<file path="config.mk">
export PLATFORM = sky130hd
export DESIGN_NAME = csa_mult_arbiter
export DESIGN_NICKNAME = d
export VERILOG_FILES = /design/src/rtl/csa_mult_arbiter.sv
export SDC_FILE = /design/constraint.sdc
export NUM_CORES = 1
export LEC_CHECK = 0
export ABC_AREA = 1
export CELL_PAD_IN_SITES_DETAIL_PLACEMENT = 0
export CELL_PAD_IN_SITES_GLOBAL_PLACEMENT = 1
export CORE_MARGIN = 2
export CORE_UTILIZATION = 28
export DETAILED_ROUTE_END_ITERATION = 8
export DONT_BUFFER_PORTS = 1
export PLACE_DENSITY_LB_ADDON = 0.1
export SETUP_SLACK_MARGIN = 0.2
export SYNTH_ARGS = -nofsm -noshare
export SYNTH_HDL_FRONTEND = slang
export SYNTH_SLANG_ARGS = --single-unit
</file>
<file path="constraint.sdc">
create_clock -name clk -period 6.1 [get_ports clk]
set_input_delay 0 -clock clk [delete_from_list [all_inputs] [get_ports clk]]
set_output_delay 0 -clock clk [all_outputs]
set_load 0.005 [all_outputs]
</file>
<file path="src/rtl/csa_mult_arbiter.sv">
// csa_mult_arbiter: round-robin arbiter and sequencer that shares one 4x4
// carry-save array multiplier between two requesters. Operands are accepted
// over a valid/ready handshake. The product is returned with the requester
// ID over a valid/ready response channel.
// Optional feature: define CSA_MULT_ARB_STATS_EN to add the saturating
// per-requester grant counters grant_cnt0 / grant_cnt1.

// 4x4 -> 8-bit unsigned carry-save array multiplier (purely combinational).
// Each row adds one partial-product row to the sum/carry vectors of the
// previous row without propagating carries. The low sum bit of each row is
// a finished product bit. A short ripple add merges the last row.
module csa_multiplier (
  input  logic [3:0] m,
  input  logic [3:0] q,
  output logic [7:0] p
);

  logic [3:0][3:0] w_pp;
  logic [3:0][3:0] w_s;
  logic [3:0][3:0] w_c;

  // Partial products, carry-save rows, and final carry-propagate merge.
  always_comb begin : csa_array
    logic [3:0] sh;
    logic       a;
    logic       b;
    logic       ci;
    // NOTE: every combinational output gets a default first, so no path can leave it unassigned and infer a latch.
    w_pp = '0;
    w_s  = '0;
    w_c  = '0;
    p    = '0;
    sh   = '0;
    a    = 1'b0;
    b    = 1'b0;
    ci   = 1'b0;

    for (int i = 0; i < 4; i++) begin
      for (int j = 0; j < 4; j++) begin
        w_pp[i][j] = m[j] & q[i];
      end
    end

    // Row 0 is the first partial-product row with no carries.
    w_s[0] = w_pp[0];

    // Row i: at weight i+j the inputs are pp[i][j], the previous sum bit one
    // position up, and the previous carry bit at the same position.
    for (int i = 1; i < 4; i++) begin
      sh = w_s[i-1] >> 1;
      for (int j = 0; j < 4; j++) begin
        a  = w_pp[i][j];
        b  = sh[j];
        ci = w_c[i-1][j];
        w_s[i][j] = a ^ b ^ ci;
        w_c[i][j] = (a & b) | (a & ci) | (b & ci);
      end
    end

    // Low nibble: the low sum bit retired by each row.
    p[3:0] = {w_s[3][0], w_s[2][0], w_s[1][0], w_s[0][0]};
    // High nibble: merge the remaining sum bits with the last carry row.
    p[7:4] = {1'b0, w_s[3][3:1]} + w_c[3];
  end

endmodule

module csa_mult_arbiter (
  input  logic       clk,
  input  logic       rst,
  input  logic       req0_valid,
  input  logic [3:0] req0_m,
  input  logic [3:0] req0_q,
  output logic       req0_ready,
  input  logic       req1_valid,
  input  logic [3:0] req1_m,
  input  logic [3:0] req1_q,
  output logic       req1_ready,
  output logic       rsp_valid,
  output logic [7:0] rsp_p,
  output logic       rsp_id,
  input  logic       rsp_ready,
`ifdef CSA_MULT_ARB_STATS_EN
  output logic [7:0] grant_cnt0,
  output logic [7:0] grant_cnt1,
`endif
  output logic       busy
);

  typedef enum logic [1:0] {
    S_IDLE = 2'd0,
    S_CALC = 2'd1,
    S_HOLD = 2'd2
  } state_t;

  state_t     r_state;
  logic [3:0] r_m;
  logic [3:0] r_q;
  logic       r_id;
  logic       r_last_grant;
  logic       r_rsp_valid;
  logic [7:0] r_rsp_p;
  logic       r_rsp_id;
  logic       r_busy;

  logic       w_grant_any;
  logic       w_grant_id;
  logic [7:0] w_p;

  // Arbitration: with both requesters valid, the one that did not win last
  // time is chosen; a lone requester is granted regardless of the pointer.
  always_comb begin
    w_grant_any = (r_state == S_IDLE) && (req0_valid || req1_valid);
    if (req0_valid && req1_valid) begin
      w_grant_id = ~r_last_grant;
    end else begin
      w_grant_id = req1_valid;
    end
  end

  // Ready is the grant itself, so at most one requester sees it per cycle.
  assign req0_ready = w_grant_any && !w_grant_id;
  assign req1_ready = w_grant_any &&  w_grant_id;

  csa_multiplier u_mult (
    .m (r_m),
    .q (r_q),
    .p (w_p)
  );

  // Sequencer FSM with registered response and busy outputs.
  // NOTE: sequential state uses non-blocking assignments so every register samples pre-edge values.
  always_ff @(posedge clk or posedge rst) begin
    if (rst) begin
      r_state      <= S_IDLE;
      r_m          <= '0;
      r_q          <= '0;
      r_id         <= 1'b0;
      r_last_grant <= 1'b1;
      r_rsp_valid  <= 1'b0;
      r_rsp_p      <= '0;
      r_rsp_id     <= 1'b0;
      r_busy       <= 1'b0;
    end else begin
      case (r_state)
        S_IDLE: begin
          if (w_grant_any) begin
            r_m          <= w_grant_id ? req1_m : req0_m;
            r_q          <= w_grant_id ? req1_q : req0_q;
            r_id         <= w_grant_id;
            r_last_grant <= w_grant_id;
            r_busy       <= 1'b1;
            r_state      <= S_CALC;
          end
        end
        S_CALC: begin
          r_rsp_p     <= w_p;
          r_rsp_id    <= r_id;
          r_rsp_valid <= 1'b1;
          r_state     <= S_HOLD;
        end
        S_HOLD: begin
          if (rsp_ready) begin
            r_rsp_valid <= 1'b0;
            r_busy      <= 1'b0;
            r_state     <= S_IDLE;
          end
        end
        default: begin
          r_rsp_valid <= 1'b0;
          r_busy      <= 1'b0;
          r_state     <= S_IDLE;
        end
      endcase
    end
  end

  assign rsp_valid = r_rsp_valid;
  assign rsp_p     = r_rsp_p;
  assign rsp_id    = r_rsp_id;
  assign busy      = r_busy;

`ifdef CSA_MULT_ARB_STATS_EN
  logic [7:0] r_grant_cnt0;
  logic [7:0] r_grant_cnt1;

  // Saturating grant counters, one per requester.
  always_ff @(posedge clk or posedge rst) begin
    if (rst) begin
      r_grant_cnt0 <= '0;
      r_grant_cnt1 <= '0;
    end else begin
      if (req0_ready && (r_grant_cnt0 != 8'hFF)) begin
        r_grant_cnt0 <= r_grant_cnt0 + 8'd1;
      end
      if (req1_ready && (r_grant_cnt1 != 8'hFF)) begin
        r_grant_cnt1 <= r_grant_cnt1 + 8'd1;
      end
    end
  end

  assign grant_cnt0 = r_grant_cnt0;
  assign grant_cnt1 = r_grant_cnt1;
`endif

endmodule
</file>
### Word-level counts from Yosys, hierarchy flattened

Cells that the tools add are included.

* add/sub/neg operators: 1
* equality and inequality tests: 4
* muxes and demuxes: 10
* bitwise gates (word level): 67
* reduce and logical (&&, ||, !) cells: 11

Operators by type and width (number)
* 1-bit AND: 37
* 1-bit bitwise XOR: 15
* 1-bit bitwise OR: 12
* 4-bit 2-to-1 mux: 2
* 1-bit case mux with 3 select lines: 2
* 2-bit case mux with 3 select lines: 1
* 2-bit AND reduction: 3
* 3-bit by 3-bit adder with 4-bit output: 1
* 1-bit logical AND: 4
* 2-bit 2-to-1 mux: 2
* 2-bit inequality test (second input constant): 2
* 1-bit 2-to-1 mux: 3
* 1-bit inverter: 3
* 3-bit AND reduction: 1
* 2-bit by 1-bit equality test with 1-bit output (second input constant): 1
* 2-bit equality test (second input constant): 1
* 2-bit logical NOT: 1
* 1-bit logical NOT: 1
* 1-bit logical OR: 1

* register bits after elaboration: 23
* input bits: 21
* output and inout port bits: 13
* word-level logic and storage cells: 102

### Longest topological paths before layout

Gate-level depths: netlist of run 1.

* word-level depth: 9
* mapped depth: 12
* gate-level depth less buffers: 12

### Cells and area by module

Synthesis of run 1 repeated with hierarchy kept, for this count alone.

* cells, all modules: 182
* area total of the unflattened synthesis: 1566.5 µm²

Modules (own cells, without submodules)
* csa_mult_arbiter: instances 1, cells each 129, area each 1193.6 µm², seq. area each 576.8 µm²
* csa_multiplier: instances 1, cells each 53, area each 372.9 µm², seq. area each 0.0 µm²

### Worst setup path before layout of run 1

OpenSTA, ideal clock, no wires.

* path kind: register -> register
* start point: reg r_q[1]
* end point: reg r_rsp_p[6] (netlist: rsp_p[6])
* library setup time: 0.083 ns
* arrival: 2.497 ns
* required time: 6.017 ns
* path slack: 3.521 ns
* stages on the path, launching flop included: 13
* buffers on the path: 0
* period minus slack after synthesis: 2.579 ns
* cells stage by stage: dfrtp_1 nand2_1 inv_1 ha_1 fa_1 inv_1 fa_1 inv_1 ha_1 inv_1 fa_1 xor2_1 o21ai_0

* cells in the longest elaborated chain, start to end: 9
* elaborated cells on any way between the ends: 46
* classes of those cells: 1 x add/sub; 45 x bitwise

Ends and longest elaborated chain
* start: declaration: line 98 `logic [3:0] r_q;`
* start signal: assignment: line 149 `r_q <= w_grant_id ? req1_q : req0_q;`
* 1-bit AND: line 40 `w_pp[i][j] = m[j] & q[i];`
* 1-bit bitwise XOR or 1-bit AND (tied branches): line 55, 56
* 1-bit AND: line 56 `w_c[i][j] = (a & b) | (a & ci) | (b & ci);`
* 1-bit bitwise OR (2 in a row): line 56
* 1-bit AND: line 56
* 1-bit bitwise OR (2 in a row): line 56
* 3-bit by 3-bit adder with 4-bit output (*): line 63 `p[7:4] = {1'b0, w_s[3][3:1]} + w_c[3];`
* end signal: assignment: line 157 `r_rsp_p <= w_p;`
* end: declaration: line 102 `logic [7:0] r_rsp_p;`

Mark *: on every way between the ends. The rest lies on a longest branch, timed or not.
A chain may end at the register's enable or synchronous reset.

### Final worst setup path of run 1

Same ends and word-level chain as after synthesis.

==> results of run 1 <==
power by group:
| part | internal (uW) | leakage, uW | switching [uW] |
|---|---|---|---|
| clock | 46.7 | 0.0000228 | 49.9 |
| combinational | 121 | 0.000637 | 174 |
| sequential | 223 | 0.000290 | 74.6 |
sequential cells by signal, summed over array words and instances (netlist names):
signal,cells
r_last_grant,1
r_id,1
rsp_id,1
r_m,4
rsp_valid,1
busy,1
rsp_p,8
r_state,2
r_q,4
routing by layer:
layer  vias to the layer above  GRT usage
li1                        570          -
met1                       491      0.151
met2                        30      0.206
met3                         2     0.0187
met4                         0     0.0476
met5                         -          0
cell type report:
class | instances | area, um2
Timing Repair Buffer | 18 | 180
Fill cell | 519 | 3110
Sequential cell | 23 | 577
Tap cell | 67 | 83.8
Clock buffer | 4 | 45.0
Multi-Input combinational cell | 123 | 692
Inverter | 26 | 100
repair_timing:
item / 4_1_cts / 5_1_grt
setup endpoints to repair: 0 / 0
resized for setup: 0 / 0
hold buffers: 18 / 0
hold endpoints to repair: 31 / 0
final timing paths:
path | slack, ps | from | end | depth (start not counted)
max | 3400 | r_q[1] | rsp_p[6] | 12
min | 30 | req0_valid | busy | 5
max reg2reg | 3400 | r_q[1] | rsp_p[6] | 12
min reg2reg | 490 | r_last_grant | r_last_grant | 2
max in group asynchronous | 5210 | rst | r_m[3] | 2
min in group asynchronous | 360 | rst | rsp_p[3] | 2
cell families (layout without fill, tap and decap cells):
logic type,count (synthesis),after routing,share of synthesized area
AO/OA/AOI/OAI,8,8,0.0310
XOR/XNOR,1,1,0.00621
adder cells (fa/ha/maj),13,13,0.153
buffers and inverters,30,48,0.100
flip-flops,23,23,0.409
AND/OR/NAND/NOR,101,101,0.301
cell usage after synthesis:
| library cell | n | area share |
|---|---|---|
| nand3_1 | 16 | 0.057 |
| o21ai_1 | 3 | 0.011 |
| fa_1 | 7 | 0.099 |
| inv_2 | 1 | 0.0027 |
| nand2_2 | 1 | 0.0044 |
| nand2_1 | 79 | 0.21 |
| o21ai_0 | 3 | 0.011 |
| nor2_1 | 2 | 0.0053 |
| a21oi_1 | 1 | 0.0035 |
| o21ai_2 | 1 | 0.0062 |
| inv_1 | 24 | 0.064 |
| nor2_4 | 1 | 0.0080 |
| xor2_1 | 1 | 0.0062 |
| dfrtp_1 | 22 | 0.39 |
| buf_6 | 3 | 0.024 |
| inv_4 | 1 | 0.0044 |
| ha_1 | 6 | 0.053 |
| dfstp_2 | 1 | 0.019 |
| buf_4 | 1 | 0.0053 |
| nand2_4 | 2 | 0.016 |
worst min-delay path, delay by kind of cell:
kind          cells  cell delay, ps
simple gates      5             270
per-stage QoR:
stage	total power [uW]	hold WS, ps	util
final	689	29.5	0.351
after floorplan	534	1.18	-
after global routing	782	34.1	0.351
after detailed placement	587	139	0.304
after global placement	584	126	0.304
after CTS	707	8.88	0.351
cell usage in the layout, fill, tap and decap left out:
cell,netlist,routed
fa_1,7,7
dfstp_2,1,1
inv_2,1,1
clkbuf_8,0,3
inv_1,24,24
a21oi_1,1,1
nand2_4,2,2
nand2_2,1,1
xor2_1,1,1
inv_4,1,1
nor2_4,1,1
dlygate4sd3_1,0,18
o21ai_0,3,3
ha_1,6,6
o21ai_1,3,3
nand3_1,16,16
nand2_1,79,79
dfrtp_1,22,22
clkbuf_1,0,1
o21ai_2,1,1
nor2_1,2,2
==> metrics, run 1 <==
Buf/Inv on CP 4; Core Footprint around 4800 um2; GRT Residual Overflow 0; Max VDD drop ~0.00016 V; met2 WL 1380 um; first-pass iteration count of the detailed router 4; DP Cell Count around 240; setup TNS 0 ps; Setup-failing EPs final 0; row cnt 25; die area 5620 um2; relative slew slack 0.414; Post-Layout Cell Count approximately 260; Via density ~4.2; Routed WL roughly 2800 um; actual slew at the worst max-slew pin slightly below 900 ps; initial antenna violation count 0; GR Util All Layers 0.120; Detail Route Antenna Nets 0; CP max FO 5; root buf cell clkbuf_8; slowest CP cell dfrtp_1; post-synthesis register bit count 23; Max Cap Viol 0; Lkg Pwr 0.000949 uW; Final Hold Vio Count 0; Syn Area/Cell approximately 8.0 um2; Wirelength per Cell 10.9 um; gpl congestion 0.734; Pins Over Slew Limit 0; Synthesized Nets 210; TritonCTS clock tree done; fin crit share 0.443; worst min-delay path class input pin to flip-flop; top sig layer met4; Met1 Wirelength about 1300 um; skew final approximately 2.3 ps; CP peak stage delay around 430 ps; Sinks on Clock Net 23; first-pass GRT wire length 5110 um; Max Clock Freq roughly 370 MHz; die width between 70 and 80 um; Detail Route met3 WL roughly 100 um; Initial Util 0.295; Cells after Synth approximately 180; Worst Setup End Kind flip-flop; clock-pin slew on the worst setup and hold paths 80 ps; Crit path arrival time just under 3000 ps; design area approximately 1700 um2; io pins 34; Die Height 75.0 um; Ys Warns 0; Post-Place Worst Slack approximately 3400 ps; Yosys cell types 20; vias roughly 1100; most used cell, CP inv_1; clk_lat worst skew about 270 ps; Syn-to-layout area delta 19.0%; cell family with most CP delay adder cells; critical setup path kind flip-flop to flip-flop; sequential share of the synthesized area 0.409; IO Port Bufs 0; antenna fix cells 0; Power per Cell Area slightly above 400 nW/um2; hpwl dp approximately 2200 um; layout cell share with drive strength beyond 1 0.0567; outcome finished, final reports clean; initial detailed-routing violation count 20; final setup margin between 3000 and 4000 ps; Final #Nets between 200 and 250; CTS Buf Count 3; fin crit period approximately 2700 ps; setup bufs post-CTS 0; Residual DRC 0; DP Area about 1500 um2; vias in the first global route about 1100; Mapped Area ~1400 um2; RSZ-0062 raised after global routing false; Setup crit start kind flip-flop; clk buf depth 2; Req. time, crit path around 6300 ps; crit-path cells nand2_1 > inv_1 > ha_1 > fa_1 > inv_1 > fa_1 > inv_1 > ha_1 > inv_1 > fa_1 > xor2_1 > o21ai_0; largest net degree at the start of global routing 24; htree depth 1
No activity file was read; power rests on OpenSTA's default activity.
==> run 2, diff against run 1 <==
- clock period: 6.1 -> 2.4 ns (I/O delays scaled with it)
==> run 2 against run 1 <==
Net effect:
- the run now ends with setup timing left
- clock power grew to 2.6 times the previous value
- critical path depth fell by 1
- via count increased by 4.7%
- clock skew up 1.5 ps
==> metrics, run 2 (synthesized netlist as in run 1, its figures left out) <==
outcome complete, but fails checks; failing checks setup timing; Power per Cell Area 1070 nW/um2 (+160%); FILL cells 513 (-1.2%); largest net degree at the start of global routing 24 (unchanged); Post-Layout Cell Count 275 (+5.4%); first-pass iteration count of the detailed router 2 (-2); antenna fix cells 0 (unchanged); Wirelength per Cell 10.5 um (-3.5%); Lkg Pwr 0.00101 uW (+6.0%); initial antenna violation count 0 (unchanged); first-pass GRT wire length 5250 um (+2.7%); actual slew at the worst max-slew pin 849 ps (-29.6 ps); clk_lat worst skew 270 ps (about the same); commonest cells after routing, fill and taps aside nand2_1 (78), dfrtp_1 (22), inv_1 (20); row cnt 25 (unchanged); RSZ-0062 raised after global routing true; IO Port Bufs 0 (unchanged); Post-Place Worst Slack -218 ps (-3620 ps); fin crit period 2540 ps (-159 ps); root buf cell clkbuf_8; layout cell share with drive strength beyond 1 0.178 (+0.121); htree depth 1 (unchanged); die area 5620 um2 (unchanged); CTS Buf Count 3 (unchanged); top sig layer met4; gpl congestion 0.746 (+1.6%); max reg flops 8 (unchanged); critical setup path kind flip-flop to flip-flop; Initial Util 0.295 (unchanged); Syn-to-layout area delta 29.2%; Setup crit start kind flip-flop; Crit path arrival time 2700 ps (-190 ps); worst min-delay path class input pin to flip-flop; Final #Nets 243 (+6.1%); final setup margin -141 ps (-3540 ps); Worst Setup End Kind flip-flop; Detail Route met3 WL 91 um (-12%); GRT Residual Overflow 0 (unchanged); Max Clock Freq 394 MHz (+6.3%); Storage cell area 577 um2 (unchanged); hold slack 13.7 ps (-15.8 ps); Setup-failing EPs final 2 (+2); met2 WL 1410 um (+2.3%); Sinks on Clock Net 23 (unchanged); CP max FO 5 (unchanged); Die Height 75.0 um (unchanged); hold path depth 5 (unchanged); Residual DRC 0 (unchanged); clk buf depth 2 (unchanged); Multi-input gate area 724 um2 (+4.7%); Detail Route Antenna Nets 0 (unchanged); Max Cap Viol 0 (unchanged); Routed WL 2890 um (+1.7%); most common cell after layout, fill and taps aside nand2_1; die width 75.0 um (unchanged); vias in the first global route 1210 (+7.2%); DP Cell Count 249 (+4.2%); Max VDD drop 0.000279 V (+72%); R2R setup slack -140 ps (-3540 ps); clock-pin slew on the worst setup and hold paths 90 ps (about the same); hpwl dp 2270 um (+2.6%); Req. time, crit path 2550 ps (-3740 ps); TritonCTS clock tree done; Via density 4.16 (-0.66%); GR Util All Layers 0.119 (-0.000737); Core Footprint 4790 um2 (unchanged); Final Hold Vio Count 0 (unchanged); Met1 Wirelength 1360 um (+1.9%); fin crit share 1.06 (+0.616); initial detailed-routing violation count 25 (+25%); vias 1144 (+4.7%); skew final 3.77 ps (+1.46 ps); io pins 34 (unchanged); relative slew slack 0.433 (+0.0197); Pins Over Slew Limit 0 (unchanged); R2R depth 11 (-1)
-- run 2: worst paths after layout --
kind                                   start           end
worst max register to register        r_q[1]      rsp_p[5]
worst min-delay path              req1_valid          busy
worst min register to register  r_last_grant  r_last_grant
worst max-delay path                  r_q[1]      rsp_p[5]
min in group asynchronous                rst      rsp_p[1]
max in group asynchronous                rst        r_q[3]
-- run 2: area by class of cell --
type,instances,share of cell area
Inverter,26,0.0549
Sequential cell,23,0.317
Clock buffer,3,0.0227
Timing Repair Buffer,32,0.158
Multi-Input combinational cell,123,0.398
Tap cell,67,0.0460
Clock inverter,1,0.00412
-- run 2: timing repair --
action / CTS / global route
setup buffers: 2 / 1
setup endpoints to repair: 4 / 4
pin swaps: 6 / 3
hold buffers: 19 / 0
gates resized for setup: 7 / 0
endpoints found under the hold margin: 32 / 0
-- run 2: power by group --
group | leakage [uW] | switching (uW) | internal, uW | total, uW
logic | 0.000695 | 519 | 448 | 967
registers | 0.000290 | 164 | 567 | 731
clock network | 0.0000217 | 134 | 117 | 252
total | 0.00101 | 817 | 1130 | 1950
-- run 2: per-stage QoR --
step           TNS [ps]   util  area [um2]  power [uW]
3_5_place_dp       -447  0.321        1540        1610
5_1_grt            -682  0.381        1820        2200
6_report           -261  0.381        1820        1950
3_3_place_gp       -298  0.321        1540        1600
4_1_cts            -337  0.379        1810        1980
2_1_floorplan      -206      -        1420        1370
-- run 2: per-layer routing --
layer,GRT usage,up-vias
met2,0.206,26
met3,0.0187,2
met5,0,-
met4,0.0417,0
met1,0.151,516
li1,-,600
-- run 2: worst max-delay path, cell delays in order, from the launching register on --
cell     delay, ps
dfrtp_1        410
nand2_1         70
inv_1           50
ha_2           160
inv_2           30
fa_1           490
fa_1           420
inv_2           80
ha_4           120
inv_2           30
fa_2           510
o21ai_1         50
==> run 3, diff against run 2 <==
- CORE_ASPECT_RATIO: not set -> 1.5
- SLEW_MARGIN: not set -> 20
==> run 3 against run 2 <==
Net effect:
- the run still ends with setup timing left
- first-iteration DRC count fell by 36%
- setup slack improved by 36 ps
- sequential power barely moved
- register-to-register slack improved by 40 ps
- global-route usage fell by 0.091 points
- combinational power fell by 3.1%
- sequential cell count did not move
- maximum frequency rose by 1.4%
- critical endpoint is now rsp_p[6]
- highest routed layer unchanged
==> metrics, run 3 (synthesized netlist as in run 1, its figures left out) <==
Setup crit start kind flip-flop; Crit path arrival time 2660 ps (-40 ps); commonest cells after routing, fill and taps aside nand2_1 (79), dfrtp_1 (22), inv_1 (18), dlygate4sd3_1 (18), nand3_1 (16); io pins 34 (unchanged); Via density 4.17 (+0.25%); first-pass iteration count of the detailed router 4 (+2); hold path depth 5 (unchanged); gpl congestion 0.794 (+6.4%); Syn-to-layout area delta 26.7%; die area 5630 um2 (+0.21%); Sinks on Clock Net 23 (unchanged); final setup margin -105 ps (+35.6 ps); crit-path cells nand2_1 > inv_2 > ha_4 > inv_2 > fa_1 > fa_1 > inv_2 > ha_4 > inv_2 > fa_2 > xor2_1 > o21ai_1; skew final 0.654 ps (-3.11 ps); Final Hold Vio Count 0 (unchanged); first-pass GRT wire length 5100 um (-2.9%); setup TNS -202 ps (+58.9 ps); CP peak stage delay 450 ps (-60 ps); switch share 0.419 (about the same); Detail Route Antenna Nets 0 (unchanged); most common cell after layout, fill and taps aside nand2_1; Residual DRC 0 (unchanged); hold slack 16.5 ps (+2.84 ps); CTS Buf Count 3 (unchanged); actual slew at the worst max-slew pin 871 ps (+21.9 ps); Core Footprint 4850 um2 (+1.3%); Initial Util 0.291 (-0.00380); internal cell power 1110 uW (-1.7%); relative slew slack 0.419 (-0.0146); Buf/Inv on CP 4 (unchanged); GR Util All Layers 0.118 (-0.000910); GRT Residual Overflow 0 (unchanged); Req. time, crit path 2560 ps (about the same); Setup-failing EPs final 2 (unchanged); Critical R2R Launch r_q[1]; sequential share of power 0.382 (+0.007); hpwl dp 2290 um (+0.62%); Post-Layout Cell Count 270 (-1.8%); die width 61.9 um (-17%); CP max FO 5 (unchanged); fin crit period 2510 ps (-35.6 ps); Max Cap Viol 0 (unchanged); Max VDD drop 0.000283 V (+1.6%); most used cell, CP inv_2; combinational group share of total power 0.489 (-0.007); critical setup path kind flip-flop to flip-flop; IO Port Bufs 0 (unchanged); vias 1126 (-1.6%); antenna fix cells 0 (unchanged); Net Switching 803 uW (-1.7%); layout cell share with drive strength beyond 1 0.162 (-0.0161); Max Clock Freq 399 MHz (+1.4%); Worst Setup SP r_q[1]; vias in the first global route 1184 (-2.1%); TritonCTS clock tree done; Clk pwr share 0.129 (about the same); Pins Over Slew Limit 0 (unchanged); worst min-delay path class input pin to flip-flop; Worst Hold Launch req0_valid; initial antenna violation count 0 (unchanged); clock-pin slew on the worst setup and hold paths 80 ps (about the same); row cnt 31 (+24%); htree depth 1 (unchanged); root buf cell clkbuf_8; slowest CP cell fa_1; WP depth 12 (+1); clk buf depth 2 (unchanged); fin crit share 1.04 (-0.0148); cell family with most CP delay adder cells; Final #Nets 239 (-1.6%); R2R depth 12 (+1); Worst Setup End Kind flip-flop; failing checks setup timing; max reg flops 8 (unchanged); RSZ-0062 raised after global routing true; DP Cell Count 247 (-0.80%); Wirelength per Cell 10.8 um (+2.6%); clk_lat worst skew 270 ps (about the same); Power per Cell Area 1070 nW/um2 (+0.20%); initial detailed-routing violation count 16 (-36%); Lkg Pwr 0.000984 uW (-2.2%); largest net degree at the start of global routing 24 (unchanged); Routed WL 2910 um (+0.69%); Die Height 90.9 um (+21%); FILL cells 521 (+1.6%); outcome complete, but fails checks
-- run 3: per-layer routing --
metal  GRT usage  vias to the layer above  share of wire
li1            -                      588              -
met1       0.136                      503           0.40
met2       0.209                       31           0.54
met3      0.0129                        4          0.037
met4      0.0479                        0          0.021
met5           0                        -              0
-- run 3: stage by stage --
stage	utilization	cell area, um2	total power (uW)	setup WS (ps)
6_report	0.369	1790	1920	-105
5_1_grt	0.369	1790	2140	-227
4_1_cts	0.364	1770	1940	-170
3_5_place_dp	0.315	1530	1600	-210
3_3_place_gp	0.315	1530	1590	-156
2_1_floorplan	-	1420	1370	-110
-- run 3: what timing repair did --
item / CTS / global route
buffers inserted: 0 / 1
pin swaps: 3 / 1
endpoints found under the setup margin: 4 / 4
endpoints found under the hold margin: 31 / 0
gates resized for setup: 4 / 4
hold buffers: 18 / 0
gates cloned: 0 / 0
-- run 3: layout make-up --
type	count	area [um2]	share of cell area
timing repair buffer	28	255	0.143
clock buffer	4	45.0	0.0252
tap	66	82.6	0.0462
multi-input combinational	123	727	0.407
inverter	26	100	0.0560
sequential	23	577	0.323
-- run 3: power groups by stage --
stage | Combinational (uW) | Sequential (uW) | Clock, uW
2_1_floorplan | 669 | 696 | 0
6_report | 937 | 732 | 248
5_1_grt | 1110 | 765 | 271
3_3_place_gp | 849 | 740 | 0
3_5_place_dp | 852 | 746 | 0
4_1_cts | 942 | 739 | 260
-- run 3: path summary, 6_finish.rpt --
kind	endpoint	slack (ps)
worst max-delay path	rsp_p[6]	-110
worst min-delay path	busy	20
worst max register to register	rsp_p[6]	-110
worst min register to register	r_last_grant	480
max in group asynchronous	r_m[3]	1520
min in group asynchronous	rsp_p[2]	350
-- run 3: worst min-delay path, cell delays in order --
cell and delay (ps):
nor2_1 30, nand2_1 60, nand3_1 60, nand2_1 60, nand2_1 40
